--- src/rtl/uart_pkg.sv ---
// Shared UART definitions: receiver state encoding and bit-period arithmetic,
// used by both uart_rx and uart_tx.
package uart_pkg;

   typedef enum logic [2:0] {
      IDLE      = 3'd0,
      START     = 3'd1,
      DATA      = 3'd2,
      STOP      = 3'd3,
      WAIT_IDLE = 3'd4
   } rx_state_t;

   // Clock cycles per serial bit (integer division, remainder dropped).
   function automatic int calc_pulse_width(input int clk_freq, input int baud_rate);
      return clk_freq / baud_rate;
   endfunction

endpackage

--- src/rtl/uart_rx_sync.sv ---
// Two-flop synchronizer for the asynchronous serial line. Both flops reset to
// 1 so the line reads as idle while reset is applied.
module uart_rx_sync (
   input  logic clk,
   input  logic rstn,
   input  logic din,
   output logic dout
);

   logic meta;

   // Resolve metastability over two clock stages before the decoder sees the line.
   always_ff @(posedge clk) begin
      if (!rstn) begin
         meta <= 1'b1;
         dout <= 1'b1;
      end else begin
         meta <= din;
         dout <= meta;
      end
   end

endmodule

--- src/rtl/uart_rx.sv ---
// UART receiver: 8N1-style framing (start, DATA_WIDTH data bits LSB first,
// one stop bit) with a valid/ready output and frame-error/overrun pulses.
// Optional build macro UART_RX_MAJORITY_EN: each bit decision becomes a 2-of-3
// vote over the samples one clock before, at and after the nominal point.
// The decoder always works one tap behind the synchronizer so that the
// "after" sample exists at the nominal point; both builds share that timing.
module uart_rx
   import uart_pkg::*;
#(
   parameter int DATA_WIDTH = 8,
   parameter int BAUD_RATE  = 115200,
   parameter int CLK_FREQ   = 100_000_000
) (
   input  logic                  clk,
   input  logic                  rstn,
   input  logic                  uart_in,
   output logic [DATA_WIDTH-1:0] data,
   output logic                  valid,
   input  logic                  ready,
   output logic                  frame_err,
   output logic                  overrun
);

   localparam int PULSE_WIDTH = calc_pulse_width(CLK_FREQ, BAUD_RATE);
   localparam int HALF        = PULSE_WIDTH / 2;
   localparam int CNT_W       = (PULSE_WIDTH > 1) ? $clog2(PULSE_WIDTH) : 1;
   localparam int IDX_W       = (DATA_WIDTH > 1) ? $clog2(DATA_WIDTH) : 1;

   localparam logic [CNT_W-1:0] HALF_TC  = CNT_W'(HALF - 1);
   localparam logic [CNT_W-1:0] PULSE_TC = CNT_W'(PULSE_WIDTH - 1);
   localparam logic [IDX_W-1:0] LAST_BIT = IDX_W'(DATA_WIDTH - 1);

   logic                  line_sync;
   logic                  line_d1;
   logic                  line_d2;
   logic [2:0]            settle;
   logic                  armed;
   logic                  bit_val;
   rx_state_t             state;
   logic [CNT_W-1:0]      cnt;
   logic [IDX_W-1:0]      bit_idx;
   logic [DATA_WIDTH-1:0] shift;
   logic                  load_pend;

   uart_rx_sync u_sync (
      .clk  (clk),
      .rstn (rstn),
      .din  (uart_in),
      .dout (line_sync)
   );

   // Two delay taps: line_d1 is the nominal sample, line_d2 the one before it.
   always_ff @(posedge clk) begin
      if (!rstn) begin
         line_d1 <= 1'b1;
         line_d2 <= 1'b1;
      end else begin
         line_d1 <= line_sync;
         line_d2 <= line_d1;
      end
   end

   // Hold off edge detection until every tap carries a post-reset sample, so a
   // line that was already low is not mistaken for a fresh start bit.
   always_ff @(posedge clk) begin
      if (!rstn) begin
         settle <= 3'd0;
      end else if (!armed) begin
         settle <= settle + 3'd1;
      end
   end

   assign armed = (settle == 3'd4);

`ifdef UART_RX_MAJORITY_EN
   assign bit_val = (line_d2 & line_d1) | (line_d2 & line_sync) | (line_d1 & line_sync);
`else
   assign bit_val = line_d1;
`endif

   // Frame decoder: finds the start edge, samples at bit centres, checks the stop bit.
   always_ff @(posedge clk) begin
      if (!rstn) begin
         state     <= IDLE;
         cnt       <= '0;
         bit_idx   <= '0;
         shift     <= '0;
         load_pend <= 1'b0;
         frame_err <= 1'b0;
      end else begin
         load_pend <= 1'b0;
         frame_err <= 1'b0;
         case (state)
            IDLE: begin
               cnt     <= '0;
               bit_idx <= '0;
               if (armed && line_d2 && !line_d1) begin
                  state <= START;
               end
            end
            START: begin
               if (cnt == HALF_TC) begin
                  cnt   <= '0;
                  state <= bit_val ? IDLE : DATA;
               end else begin
                  cnt <= cnt + CNT_W'(1);
               end
            end
            DATA: begin
               if (cnt == PULSE_TC) begin
                  cnt   <= '0;
                  shift <= {bit_val, shift[DATA_WIDTH-1:1]};
                  if (bit_idx == LAST_BIT) begin
                     bit_idx <= '0;
                     state   <= STOP;
                  end else begin
                     bit_idx <= bit_idx + IDX_W'(1);
                  end
               end else begin
                  cnt <= cnt + CNT_W'(1);
               end
            end
            STOP: begin
               if (cnt == PULSE_TC) begin
                  cnt <= '0;
                  if (bit_val) begin
                     load_pend <= 1'b1;
                     state     <= IDLE;
                  end else begin
                     frame_err <= 1'b1;
                     state     <= WAIT_IDLE;
                  end
               end else begin
                  cnt <= cnt + CNT_W'(1);
               end
            end
            WAIT_IDLE: begin
               if (line_d1) begin
                  state <= IDLE;
               end
            end
            default: begin
               state <= IDLE;
            end
         endcase
      end
   end

   // Output holding register: a finished word always loads (reception never
   // stalls); overrun flags only a word that was never handed over.
   always_ff @(posedge clk) begin
      if (!rstn) begin
         data    <= '0;
         valid   <= 1'b0;
         overrun <= 1'b0;
      end else begin
         overrun <= 1'b0;
         if (load_pend) begin
            data    <= shift;
            valid   <= 1'b1;
            overrun <= valid && !ready;
         end else if (valid && ready) begin
            valid <= 1'b0;
         end
      end
   end

endmodule

--- config.mk ---
export PLATFORM = sky130hd
export DESIGN_NAME = uart_rx
export DESIGN_NICKNAME = d
export VERILOG_FILES = /design/src/rtl/uart_pkg.sv /design/src/rtl/uart_rx_sync.sv /design/src/rtl/uart_rx.sv
export SDC_FILE = /design/constraint.sdc
export NUM_CORES = 1
export LEC_CHECK = 0
export BUFFER_PORTS_ARGS = -buffer_cell sky130_fd_sc_hd__buf_2
export CAP_MARGIN = 20
export CORE_ASPECT_RATIO = 2
export CORE_MARGIN = 4
export CORE_UTILIZATION = 50
export DETAILED_ROUTE_END_ITERATION = 10
export PLACE_DENSITY_LB_ADDON = 0.1
export SLEW_MARGIN = 5
export SYNTH_ARGS = -nofsm -noshare
export SYNTH_HDL_FRONTEND = slang
export SYNTH_SLANG_ARGS = --single-unit
--- constraint.sdc ---
create_clock -name clk -period 4.4 [get_ports clk]
set_clock_uncertainty 0.2 [all_clocks]
set_input_delay 0.66 -clock clk [delete_from_list [all_inputs] [get_ports clk]]
set_output_delay 0.66 -clock clk [all_outputs]
set_load 0.02 [all_outputs]
==> flow_summary.toml <==
[synth]
seq_area_frac_synth_pct = 44.2
ys.flop_type = "dfxtp_1"
synth_edf_count = 0
synth-compound-area-share_pct = 13.1
synthMuxAreaShare_pct = 5.14
yosys_warnings = 0
syn-mean-instance-area_um2 = 8.89
synth_nets = 229
synthAdderAreaFrac_pct = 3.86
synth_top_cell_by_area = "dfxtp_1"
synth_cell_types = 42
synthSimpleGateAreaFrac_pct = 29.0
synth_top_area_share_pct = 44.2
synth_top_family_by_area = "simple AND/OR/NAND/NOR gates"
syn_area_mm2 = 0.00195
synthXorXnorAreaFrac_pct = 0.450
yosysMostFrequentCell = "dfxtp_1"
synth_area_leaders = "dfxtp_1 (44%), nand2_1 (6.9%), mux2i_1 (5.1%), ha_1 (3.9%), a21boi_0 (3.5%)"
syn-instance-count = 219
synthArstFlopShare_pct = 0
yosys-top-cells-count = "dfxtp_1 (43), nand2_1 (36), nor2_1 (16)"
ys_ff_latch = 43

[worst_setup_path]
crit_path_start = "cnt[0]"
required_ns = 4.42
cp_max_fo = 12
start_kind = "register"
critPathKind = "reg2reg"
cp_common_cell = "or4_1"
crit_slowest_cell = "or4_1"
crit_path_end_kind = "register"
cp_cell_sequence = "ha_1, and3_1, nand4_1, or4_1, or4_1, a21boi_0"
crit_arrival_ns = 2.57
r2r_cells = 6
cpPeakStageDelay_ns = 0.62
r2r_start = "cnt[0]"

[global_routing]
globalRouteTotalUtil_pct = 19.1
antenna_found_initial = 0
grt.overflow.total = 0
grt_pass1_vias = 1537
grt_pass1_wl_um = 7160
grt_max_degree = 32

[routing]
drc = 0
postRouteAntennaNets = 0
avgViaCountPerCell = 5.56
wirelength_um = 4030
first_pass_iters = 4
post_drt_wl_per_cell_um = 14.5
drtIter0Drc = 53
num_vias = 1541

[timing]
fin_crit_ns = 2.55
tns_ns = 0
rsz0062_at_grt = "false"
setup_viol = 0
fin_crit_sh_pct = 58.0
slew_viol_final = 0
worst_slew_pin_slew_ns = 0.761
fmax_mhz = 392
hold_viol = 0
max_slew_margin_pct = 49.2

[run]
drv_cap = 0

[min_path]
hold_path_depth = 1
hold_start = "u_sync.meta"
worstHoldPathType = "reg2reg"

[clock_tree]
clock_sinks = 43
ctsHoldBuffers = 0
cts_tree = "done"
cts_buffers = 5
cts_resized = 0
root_buffer = "clkbuf_8"
clock_path_buffers = 2
htree_num_levels = 2
clkSlewWorstSetupHoldPaths_ns = 0.08
postCtsSetupBuffers = 0
clk_latency_ns = 0.29

[die]
fp.dieArea_mm2 = 0.00502
start_util_pct = 52.8
dieHeight_um = 96.2
coreArea_mm2 = 0.00368
rows = 31
die_w_um = 52.1
num_io_pins = 15

[placement]
gp_congestion = 0.914
dpl.hpwl_um = 2980
port_buffers = 14

[layout]
utilization_pct = 58.0
drive_gt1_share_pct = 14.5
insertedDiodeCount = 0
area_growth_pct = 9.70
layout.nets = 237

[outcome]
status = "complete, no violations"

[power]
power.leakage_uw = 0.000756
irDropWorstVdd_mv = 0.190
cellPowerDensity_mw_per_mm2 = 345
## cell type report
class | instances | area (µm²)
inverter | 6 | 22.5
sequential | 43 | 861
tap | 49 | 61.3
clock buffer | 6 | 82.6
timing repair buffer | 14 | 70.1
fill | 327 | 1550
multi-input combinational | 157 | 1000
clock inverter | 2 | 35.0
## final timing paths
kind	end	slack (ns)
worst max-delay path	bit_idx[0]	1.85
worst min-delay path	u_sync.dout	0.21
worst max register to register	bit_idx[0]	1.85
worst min register to register	u_sync.dout	0.21
## cell families after synthesis
kind of cell / count (synthesis)
DFF: 43
and+or+nand+nor: 104
AOI/OAI and AO/OA: 36
xor gates and xnor gates: 1
buffers and inverters: 19
adders and majority gates: 6
muxes: 10
## cell usage in the layout (no fill, tap or decap), drive strengths merged, types with 2 or more instances in the layout
cell and n:
nand3 12, ha 6, and3 2, inv 6, nor3 6, a21boi 9
or4b 2, nand2 36, o311ai 3, nand4 6, buf 14, mux2i 10
nor2 16, a31oi 6, or4 2, dfxtp 43, and2 4, a21oi 5
o21ai 6, nand2b 6, nor4 2, clkbuf 6, or3 5
## sequential cells by signal, summed over array words and instances, names as in the netlist
register / cells
bit_idx: 3
overrun: 1
frame_err: 1
valid: 1
shift: 8
u_sync.dout: 1
cnt: 10
data: 8
line_d2: 1
bit_val: 1
settle: 3
u_sync.meta: 1
state: 3
load_pend: 1
## stage by stage
step	instances	setup WS (ns)	hold WS (ns)	power, µW	instance area [µm²]
after floorplan	219	2.28	0.186	425	1950
after global placement	269	1.98	0.187	430	2020
after detailed placement	269	1.89	0.198	432	2020
after CTS	277	1.85	0.217	744	2140
after global routing	277	1.61	0.246	766	2140
final	277	1.85	0.213	736	2140
## worst max-delay path, delay by kind of cell (launching register included)
family / cells / cell delay (ns)
compound gates: 1 / 0.18
fa+ha+maj: 1 / 0.25
flops: 1 / 0.45
simple gates: 4 / 1.39
## power breakdown
group / total, µW / leakage, µW / internal, µW / switching [µW]
logic: 24.6 / 0.000347 / 9.62 / 15.0
registers: 397 / 0.000348 / 394 / 3.58
clock network: 314 / 0.0000612 / 184 / 130
total: 736 / 0.000756 / 587 / 149
## metal layers
layer / up-vias / global-route usage (%) / wire length, µm
li1: 784 / - / -
met2: 22 / 35.9 / 2300
met4: 0 / 10.5 / 144
met5: - / 0 / 0
met1: 723 / 18.9 / 1500
met3: 12 / 3.26 / 80
Note: power is estimated with default switching activity, not from simulation.
